### config.mk
export PLATFORM = sky130hd
export DESIGN_NAME = bbox_scan_ctrl
export DESIGN_NICKNAME = d
export VERILOG_FILES = /design/src/rtl/bbox_pkg.sv /design/src/rtl/bbox_raster_counter.sv /design/src/rtl/bbox_scan_ctrl.sv
export SDC_FILE = /design/constraint.sdc
export NUM_CORES = 1
export LEC_CHECK = 0
export CAP_MARGIN = 20
export CORE_AREA = 4 4 76 78
export CTS_CLUSTER_SIZE = 30
export DETAILED_ROUTE_END_ITERATION = 10
export DIE_AREA = 0 0 80 82
export GPL_TIMING_DRIVEN = 0
export SLEW_MARGIN = 20
export SYNTH_ARGS = -nofsm -noshare
export SYNTH_HDL_FRONTEND = slang
export SYNTH_SLANG_ARGS = --single-unit
### constraint.sdc
create_clock -name CLOCK_50 -period 1.9 [get_ports CLOCK_50]
set_clock_uncertainty 0.05 [all_clocks]
set_input_delay 0.475 -clock CLOCK_50 [delete_from_list [all_inputs] [get_ports CLOCK_50]]
set_output_delay 0.475 -clock CLOCK_50 [all_outputs]
set_load 0.01 [all_outputs]
### src/rtl/bbox_pkg.sv
// bbox_pkg: shared image geometry, derived widths and FSM states for the bounding-box scan controller
package bbox_pkg;
  localparam int DEF_IMG_W = 100;
  localparam int DEF_IMG_H = 100;
  function automatic int clog2_min1(input int v);
    return (v > 1) ? $clog2(v) : 1;
  endfunction
  function automatic int addr_w(input int w, input int h);
    return clog2_min1(w * h);
  endfunction
  function automatic int coord_w(input int w, input int h);
    return clog2_min1((w > h) ? w : h);
  endfunction
  localparam int ADDR_W = addr_w(DEF_IMG_W, DEF_IMG_H);
  localparam int COORD_W = coord_w(DEF_IMG_W, DEF_IMG_H);
  typedef enum logic [1:0] {IDLE, SCAN, DRAIN, DONE} state_e;
endpackage

### src/rtl/bbox_raster_counter.sv
// bbox_raster_counter: raster-order x/y/address counters advanced one pixel per enable
module bbox_raster_counter import bbox_pkg::*; #(
  parameter int IMG_W = DEF_IMG_W,
  parameter int IMG_H = DEF_IMG_H,
  parameter int AW = addr_w(IMG_W, IMG_H),
  parameter int CW = coord_w(IMG_W, IMG_H)
) (
  input  logic          clk,
  input  logic          rst,
  input  logic          clr_i,
  input  logic          en_i,
  output logic [CW-1:0] x_o,
  output logic [CW-1:0] y_o,
  output logic [AW-1:0] addr_o,
  output logic          last_o
);
  logic [CW-1:0] x_q, x_d, y_q, y_d;
  logic [AW-1:0] addr_q, addr_d;
  logic wrap;
  assign wrap = x_q == CW'(IMG_W - 1);
  assign last_o = addr_q == AW'(IMG_W * IMG_H - 1);
  assign x_o = x_q;
  assign y_o = y_q;
  assign addr_o = addr_q;
  // address is its own counter so no y*IMG_W product is needed; the final pixel returns everything to 0
  always_comb begin
    x_d = clr_i ? '0 : !en_i ? x_q : wrap ? '0 : x_q + CW'(1);
    y_d = clr_i ? '0 : !(en_i && wrap) ? y_q : last_o ? '0 : y_q + CW'(1);
    addr_d = clr_i ? '0 : !en_i ? addr_q : last_o ? '0 : addr_q + AW'(1);
  end
  // counter registers
  always_ff @(posedge clk) begin
    if (rst) begin
      x_q <= '0;
      y_q <= '0;
      addr_q <= '0;
    end else begin
      x_q <= x_d;
      y_q <= y_d;
      addr_q <= addr_d;
    end
  end
endmodule

### src/rtl/bbox_scan_ctrl.sv
// bbox_scan_ctrl: raster-scans an IMG_W x IMG_H image RAM and tags each returned pixel for a bounding-box datapath
// Optional SCAN_STALL_EN adds ram_ready; a low ram_ready in SCAN suppresses the read and holds the counters
module bbox_scan_ctrl import bbox_pkg::*; #(
  parameter int IMG_W = DEF_IMG_W,
  parameter int IMG_H = DEF_IMG_H,
  localparam int AW = addr_w(IMG_W, IMG_H),
  localparam int CW = coord_w(IMG_W, IMG_H)
) (
  input  logic          CLOCK_50,
  input  logic          reset,
  input  logic          start,
  input  logic          abort,
`ifdef SCAN_STALL_EN
  input  logic          ram_ready,
`endif
  output logic          ram_rd,
  output logic [AW-1:0] ram_addr,
  output logic          pix_valid,
  output logic [CW-1:0] pix_x,
  output logic [CW-1:0] pix_y,
  output logic          pix_first,
  output logic          pix_last,
  output logic          busy,
  output logic          done
);
  state_e state_q, state_d;
  logic rdy, last;
  logic [CW-1:0] x, y;
  logic pix_valid_q, pix_first_q, pix_last_q;
  logic [CW-1:0] pix_x_q, pix_y_q;
`ifdef SCAN_STALL_EN
  assign rdy = ram_ready;
`else
  assign rdy = 1'b1;
`endif
  bbox_raster_counter #(.IMG_W(IMG_W), .IMG_H(IMG_H), .AW(AW), .CW(CW)) u_cnt (
    .clk(CLOCK_50),
    .rst(reset),
    .clr_i(!busy),
    .en_i(ram_rd),
    .x_o(x),
    .y_o(y),
    .addr_o(ram_addr),
    .last_o(last)
  );
  // next state and status; abort beats start and suppresses the read it coincides with
  always_comb begin
    state_d = state_q;
    ram_rd = (state_q == SCAN) && rdy && !abort;
    busy = (state_q == SCAN) || (state_q == DRAIN);
    done = state_q == DONE;
    case (state_q)
      IDLE, DONE: state_d = abort ? IDLE : start ? SCAN : state_q;
      SCAN: state_d = abort ? IDLE : (ram_rd && last) ? DRAIN : SCAN;
      DRAIN: state_d = abort ? IDLE : DONE;
      default: state_d = IDLE;
    endcase
  end
  // state register
  always_ff @(posedge CLOCK_50) begin
    if (reset) state_q <= IDLE;
    else state_q <= state_d;
  end
  // pixel tags trail the read by one cycle to line up with the RAM's registered output
  always_ff @(posedge CLOCK_50) begin
    if (reset) begin
      pix_valid_q <= 1'b0;
      pix_first_q <= 1'b0;
      pix_last_q <= 1'b0;
      pix_x_q <= '0;
      pix_y_q <= '0;
    end else begin
      pix_valid_q <= ram_rd;
      pix_first_q <= ram_rd && (ram_addr == '0);
      pix_last_q <= ram_rd && last;
      pix_x_q <= x;
      pix_y_q <= y;
    end
  end
  assign pix_valid = pix_valid_q;
  assign pix_first = pix_first_q;
  assign pix_last = pix_last_q;
  assign pix_x = pix_x_q;
  assign pix_y = pix_y_q;
endmodule

== After elaboration in Yosys (flattened, before gate mapping) ==
Cells that the tools add are included.

* Add/subtract/negate cells: 3
* Equal/unequal tests: 6
* Mux-type cells: 9
* Bitwise logic cells: 1
* Reductions and logical operators: 10

{| class="wikitable"
|+ Operator list
! kind !! count
|-
| 14-bit by 1-bit adder with 14-bit output, second input constant || 1
|-
| 7-bit by 1-bit adder with 7-bit output, second input constant || 2
|-
| 14-bit equality test, second input constant || 1
|-
| 14-bit logical NOT || 1
|-
| 14-bit two-way mux || 1
|-
| 7-bit two-way mux || 2
|-
| 2-bit two-way mux || 5
|-
| 7-bit equality test, second input constant || 1
|-
| 2-bit one-hot mux with 3 select lines || 1
|-
| 2-bit equality test, second input constant || 2
|-
| 1-bit logical AND || 4
|-
| 2-bit OR reduction || 2
|-
| 3-bit inequality test, second input constant || 1
|-
| 2-bit by 1-bit equality test with 1-bit output, second input constant || 1
|-
| 2-bit logical NOT || 1
|-
| 1-bit logical NOT || 1
|-
| 1-bit logical OR || 1
|-
| 1-bit inverter || 1
|}

* Word-level logic and storage cells: 38
* Bits in registers: 47
* Output and inout port bits: 34
* Input bits: 4

== Longest topological paths before layout ==
Gate-level depths: netlist of the first run.

* Word-level depth: 6
* Depth in mapped cells: 8
* Depth with buffers taken out: 7

== Cells and area by module ==
A second synthesis of the first run with hierarchy kept.

* Cell total of the unflattened synthesis: 204
* Area, all modules: 1,933.1 um^2

{| class="wikitable"
|+ Modules (own cells, without submodules)
! module !! instances !! area each (um^2) !! cells each !! seq. area each (um^2)
|-
| bbox_raster_counter || 1 || 1,305.0 || 147 || 560.5
|-
| bbox_scan_ctrl || 1 || 628.1 || 57 || 380.4
|}

== Least setup slack after synthesis of the first run ==
Ideal clock, no wire load.

* Path kind: flip-flop to flip-flop
* From: register state_q[1]
* To: register u_cnt.y_q[6] (netlist: u_cnt.y_o[6])
* Arrival time: 1.637 ns
* Path buffers: 1
* Setup time: 0.074 ns
* Cell stages (with the launch flop): 9
* Period minus slack after synthesis: 1.761 ns
* Setup slack: 0.139 ns
* Data required time: 1.776 ns
* Cell sequence: dfxtp_1 inv_1 ha_1 nand2b_2 clkinv_4 nand4b_2 buf_6 or4_1 a31oi_1

* Elaborated cells on any way between the ends: 7
* Classes of those cells: 2 x eq/ne; 1 x bitwise; 4 x reduce/logical

{| class="wikitable"
|+ RTL lines
! what !! line !! text
|-
| start: declaration || bbox_scan_ctrl.sv:26 || <nowiki>state_e state_q, state_d;</nowiki>
|-
| start signal: assignment || bbox_scan_ctrl.sv:62 || <nowiki>else state_q <= state_d;</nowiki>
|-
| 2-bit by 1-bit equality test with 1-bit output || bbox_scan_ctrl.sv:49 || <nowiki>ram_rd = (state_q == SCAN) && rdy && !abort;</nowiki>
|-
| 1-bit logical AND || bbox_scan_ctrl.sv:49 ||
|-
| via ram_rd || bbox_scan_ctrl.sv:16 || <nowiki>output logic ram_rd,</nowiki>
|-
| 1-bit logical AND || bbox_raster_counter.sv:28 || <nowiki>y_d = clr_i ? '0 : !(en_i && wrap) ? y_q : last_o ? '0 : y_q + CW'(1);</nowiki>
|-
| end signal: assignment || bbox_raster_counter.sv:39 || <nowiki>y_q <= y_d;</nowiki>
|-
| end: declaration || bbox_raster_counter.sv:17 || <nowiki>logic [CW-1:0] x_q, x_d, y_q, y_d;</nowiki>
|}

The timed path passes the listed nets, and every way through them passes these cells.
A chain may end at the register's enable or synchronous reset.

== Worst setup path in the final report of the first run ==
* From: input abort
* To: output ram_rd

* Longest elaborated chain between the ends: 2

{| class="wikitable"
|+ RTL lines
! what !! line !! text
|-
| start: declaration || bbox_scan_ctrl.sv:12 || <nowiki>input logic abort,</nowiki>
|-
| 1-bit logical NOT || bbox_scan_ctrl.sv:49 ||
|-
| 1-bit logical AND || bbox_scan_ctrl.sv:49 ||
|-
| end: declaration || bbox_scan_ctrl.sv:16 ||
|}

Every way passes these cells.

==> results of run 1 <==
-- layout by cell type (no fill, tap or decap), types with 2 or more instances in the layout --
cell type and count:
dfxtp_1 34, clkdlybuf4s50_1 32, nor2_1 26, nand2_1 19
nor2b_1 14, dfxtp_2 12, nand3_1 11, xor2_1 9
xnor2_1 9, nand4_1 7, nor4_1 6, nor3_1 6
a21oi_1 6, clkbuf_8 6, ha_1 5, buf_4 5
inv_1 4, clkbuf_1 4, a31oi_1 4, and4_1 3
and3_1 3, or4_1 3, buf_2 2, and4b_1 2
clkbuf_2 2, or2_2 2, nand3b_1 2, nand4b_1 2
a211oi_1 2, ha_4 2
-- final cells by class --
type                    instances  share of cell area
inverters                       6             0.01047
clock inverters                 2             0.01332
multi-input cells             154              0.3811
repair buffers                 41              0.1499
flip-flops and latches         47              0.3649
plain buffers                   8             0.01570
clock buffers                   6             0.03140
well taps                      70             0.03330
-- report_power, final --
part	switching [mW]	total, mW	internal [mW]
clock	0.333	0.759	0.426
sequential	0.00395	0.992	0.988
combinational	0.0521	0.0884	0.0363
-- routing by layer --
layer | share of wire | wire length, um | global-route usage
met5 | 0 | 0 | 0
met2 | 0.45 | 1960 | 0.2219
met1 | 0.47 | 2016 | 0.1750
met4 | 0.024 | 102 | 0.08277
met3 | 0.056 | 241 | 0.02741
-- registers in the layout, indices dropped and copies added, names as in the netlist --
name and cells:
pix_last 1, pix_y 7, pix_x 7, u_cnt.x_o 7, u_cnt.addr_o 14, pix_valid 1
u_cnt.y_o 7, state_q 2, pix_first 1
-- worst max-delay path, cell delays in order --
cell and delay [ns]:
clkdlybuf4s15_1 0.31, nand2b_4 0.20, clkinv_4 0.07, dlygate4sd2_1 0.28
-- worst paths after layout --
kind                                      start            to  slack, ns  cells past startpoint
worst max-delay path                      abort        ram_rd       0.04                      4
worst max register to register  u_cnt.addr_o[0]  u_cnt.y_o[4]       0.09                      5
worst min register to register     u_cnt.x_o[1]  u_cnt.x_o[1]       0.43                      2
worst min-delay path               u_cnt.x_o[1]  u_cnt.x_o[1]       0.43                      2
-- per-stage QoR --
stage               std cells  worst slack (ns)
global route              334         -0.002888
CTS                       332          0.005374
detailed placement        321           -0.5510
global placement          321           -0.5641
finish                    334           0.04132
floorplan                 215            0.1386
-- synthesized netlist by cell type, drive strengths merged --
cell type / number / area [sq um]
dfxtp: 47 / 940.9
nor2: 26 / 97.59
nand2: 19 / 71.32
nor2b: 14 / 87.58
nand3: 11 / 55.05
xnor2: 9 / 78.83
xor2: 9 / 78.83
ha: 7 / 87.58
nand4: 7 / 43.79
nor4: 7 / 43.79
a21oi: 6 / 30.03
nor3: 6 / 30.03
clkbuf: 5 / 18.77
inv: 5 / 18.77
a31oi: 4 / 25.02
and4: 4 / 37.54
and3: 3 / 18.77
buf: 3 / 21.27
nand4b: 3 / 32.53
or4: 3 / 22.52
a211oi: 2 / 15.01
and4b: 2 / 20.02
nand3b: 2 / 15.01
o21ai: 2 / 10.00
or2: 2 / 12.51
a2bb2oi: 1 / 8.760
and4bb: 1 / 12.51
clkinv: 1 / 8.760
nand2b: 1 / 8.760
nor4b: 1 / 8.760
o21a: 1 / 7.510
or3: 1 / 6.260
-- cell families (layout without fill, tap and decap cells) --
group                      Yosys count  in the layout  synth area share
xor gates and xnor gates            18             18           0.07985
AOI/OAI and AO/OA                   16             16           0.04879
DFF                                 47             47            0.4766
and+or+nand+nor                    113            113            0.3162
buffers and inverters               14             63           0.03422
adders and majority gates            7              7           0.04436
-- timing repair --
item	CTS	global route
setup buffers	3	2
setup endpoints to repair	21	26
resized for setup	14	15
pin swaps	0	1
==> results.yml, run 1 <==
outcome:
  outcome: "finished clean"
sta:
  whs_ns: 0.4255
  max_freq_mhz: 538.0
  tightestPinTransition_ns: 0.5352
  period_share: 0.9783
  fin_setup_tns_ns: 0
  final_max_slew_viol_count: 0
  fin_crit_ns: 1.859
  finalSetupViolCount: 0
  hold_viol: 0
  relSlewSlack: 0.6432
logic_synthesis:
  syn_nets: 226
  synth_seq_cells: 47
  ys_seq_area_frac: 0.4766
  syn_avg_cell_area_sq_um: 9.183
  netlist_area_sq_um: 1974
  yosysWarnings: 0
  synth_cell_types: 36
  syn-instance-count: 215
clocking:
  clk_pin_slew_ns: 0.09
  root_buffer: "clkbuf_8"
  clock_path_buffers: 2
  cts_tree: "built"
  cts_max_level: 2
  clk_latency_ns: 0.30
  cts.sinks: 47
  postCtsHoldBufs: 0
  numCtsBuffers: 5
die:
  initial_utilization: 0.3891
  row_count: 26
  die_w_um: 80
  io_pins: 38
  core_area_sq_um: 5075
  dieArea_sq_um: 6560
  die_h_um: 82
routing:
  drcViolationCount: 0
  vias: 1634
  vias_per_cell: 4.892
  first_pass_iters: 4
  antenna_left: 0
  first_iter_violations: 52
  wl_per_cell_um: 12.93
  finalWirelength_um: 4320
finish:
  antenna_cells: 0
  regArea_sq_um: 959.7
  fin_util: 0.5182
  multi_input_area_sq_um: 1002
  fin_nets: 274
  stdcell_area_sq_um: 2630
  fill_cells: 498
  layout-drive-gt1-share: 0.1553
  syn_to_final_growth_pct: 33.21
critical_path:
  cp_data_required_time_ns: 1.37
  cp.arrival_ns: 1.33
  crit_type: "in2out"
  end_kind: "output pin"
  start_kind: "input port"
  path_max_fanout: 6
power:
  p_per_area_nw_per_um2: 699.4
  irDropWorstVdd_mv: 0.3583
  total_power_mw: 1.839
  power.leakage_nw: 0.9388
place:
  place_area_sq_um: 2422
  io_buffer_count: 36
  detailed_place_hpwl_um: 2979
  gp_congestion: 0.7760
global_route:
  grt_pass1_vias: 1526
  grt_overflow_total: 0
  gr-usage-all-layers: 0.1395
  antenna_found_initial: 0
  grt_max_degree: 15
  grt_pass1_wl_um: 7038
job:
  cap_viol_max_count: 0
worst_hold_path:
  hold_class: "reg2reg"
Note: power is estimated with default switching activity, not from simulation.
==> inputs of run 2 (changes only) <==
--- a/config.mk
+++ b/config.mk
@@ -7,7 +7,8 @@
 export LEC_CHECK = 0
 export CAP_MARGIN = 20
 export CORE_AREA = 4 4 76 78
-export CTS_CLUSTER_SIZE = 30
+export CTS_BUF_LIST = sky130_fd_sc_hd__clkbuf_16
+export CTS_CLUSTER_SIZE = 24
 export DETAILED_ROUTE_END_ITERATION = 10
 export DIE_AREA = 0 0 80 82
 export GPL_TIMING_DRIVEN = 0
==> run 2 against run 1 <==
Against the previous run:
- wire length shrank 2.0%
- worst hold slack is essentially flat
- sequential share of layout area shrank 0.76 points
- die area is the same
- total power grew 11%
- combinational power shrank 1%
==> results.yml, run 2 (synthesis gave the netlist of run 1 again) <==
finish:
  fin_util: 0.5259
  layout-drive-gt1-share: 0.1412
  antenna_cells: 0
  syn_to_final_growth_pct: 35.17
  mostFrequentLayoutCell: "dfxtp_1"
  fin_nets: 272
  final_cell_mix: "dfxtp_1 (39), clkdlybuf4s50_1 (32), nor2_1 (26)"
  largest_reg_flops: 14
critical_path:
  reg2reg_from: "u_cnt.x_o[0]"
  cp.depth: 1
  cp_data_required_time_ns: 1.37
  rr_worst_depth: 7
  cp.arrival_ns: 1.32
  cp_top_family: "buffers and inverters"
  r2r_end: "u_cnt.y_o[0]"
  start_kind: "register"
  crit_type: "reg2out"
  cp_slowest_stage_delay_ns: 0.58
  end_kind: "output pin"
  critical-path-slowest-cell: "clkdlybuf4s50_1"
  crit_path_end: "ram_addr[4]"
  crit_chain: "clkdlybuf4s50_1"
  startpoint: "u_cnt.addr_o[4]"
  worst-path-buf-inv: 1
  path_max_fanout: 7
  reg2reg_slack_ns: 0.10
power:
  seqPwrFrac: 0.486
  total_power_mw: 2.043
  clkPwrFrac: 0.471
  power.leakage_nw: 0.9389
  comb_power_share: 0.043
  irDropWorstVdd_mv: 0.4088
  p_per_area_nw_per_um2: 765.7
  netSwitchingFraction: 0.1981
  power.internal_mw: 1.639
  p_switching_mw: 0.4048
sta:
  tightestPinTransition_ns: 0.5720
  final_max_slew_viol_count: 0
  whs_ns: 0.4259
  finalSetupViolCount: 0
  relSlewSlack: 0.6186
  period_share: 0.9734
  fin_crit_ns: 1.849
  max_freq_mhz: 540.7
  hold_viol: 0
  rsz0062_at_grt: "false"
  fin_setup_tns_ns: 0
routing:
  finalWirelength_um: 4233
  vias_per_cell: 4.870
  vias: 1617
  drcViolationCount: 0
  wl_per_cell_um: 12.75
  first_iter_violations: 52
  antenna_left: 0
  first_pass_iters: 4
worst_hold_path:
  worst_hold_startpoint: "u_cnt.x_o[1]"
  holdPathStages: 2
  hold_class: "reg2reg"
die:
  io_pins: 38
  row_count: 26
  die_w_um: 80
  core_area_sq_um: 5075
  die_h_um: 82
  initial_utilization: 0.3891
  dieArea_sq_um: 6560
place:
  detailed_place_hpwl_um: 2979
  io_buffer_count: 36
  gp_congestion: 0.7760
clocking:
  cts_max_level: 2
  clock_path_buffers: 2
  clk_latency_ns: 0.29
  cts.sinks: 47
  numCtsBuffers: 5
  cts_tree: "built"
  root_buffer: "clkbuf_16"
  postCtsHoldBufs: 0
  clk_pin_slew_ns: 0.06
global_route:
  grt_pass1_vias: 1513
  grt_max_degree: 15
  grt_overflow_total: 0
  grt_pass1_wl_um: 7031
  gr-usage-all-layers: 0.1393
  antenna_found_initial: 0
job:
  cap_viol_max_count: 0
outcome:
  outcome: "finished clean"
[run 2: cell count changes in the layout (fill, tap and decap cells not counted), moves of 5 or more]
cell and change:
clkbuf_16 +5, dfxtp_2 -5, dfxtp_1 +5, clkbuf_8 -6
[run 2: worst min-delay path by stage]
stage | endpoint | slack [ns]
2_1_floorplan | u_cnt.x_o[1] | 0.41
5_1_grt | u_cnt.x_o[1] | 0.46
6_report | u_cnt.x_o[1] | 0.43
4_1_cts | u_cnt.x_o[1] | 0.45
3_5_place_dp | u_cnt.y_o[1] | 0.43
3_3_place_gp | u_cnt.x_o[1] | 0.43
[run 2: power by group through the flow]
stage | Sequential [mW] | Combinational (mW) | Clock (mW)
floorplan | 1.01 | 0.0461 | 0
global placement | 1.01 | 0.0772 | 0
detailed placement | 1.01 | 0.0765 | 0
CTS | 0.994 | 0.0791 | 0.990
global route | 0.993 | 0.0977 | 1.04
finish | 0.994 | 0.0871 | 0.963
[run 2: metal layers]
metal | up-vias | wire length (um) | global-route usage | part of all wire
met5 | - | 0 | 0 | 0
met4 | 0 | 75 | 0.07770 | 0.018
met3 | 7 | 212 | 0.03070 | 0.050
met2 | 41 | 1954 | 0.2210 | 0.46
met1 | 729 | 1990 | 0.1750 | 0.47
li1 | 840 | - | - | -
[run 2: area by class of cell]
type | instances | area, sq um
inverter | 6 | 27.53
tap | 70 | 87.58
fill | 489 | 2406
clock buffer | 5 | 125.1
timing repair buffer | 39 | 377.9
clock inverter | 3 | 38.79
multi-input combinational | 154 | 1017
sequential | 47 | 953.4
buffer | 8 | 41.29
[run 2: what timing repair did]
action / in CTS / in global routing
pin swaps: 0 / 1
buffers inserted: 0 / 3
gates cloned: 0 / 0
resized for setup: 14 / 14
endpoints found under the setup margin: 20 / 22
[run 2: through the flow]
step	setup slack (ns)	instances	instance area, sq um
after floorplan	0.1386	215	1974
after global placement	-0.5641	321	2422
after detailed placement	-0.5510	321	2422
after CTS	0.002220	329	2615
after global routing	0.005787	332	2669
final	0.05051	332	2669
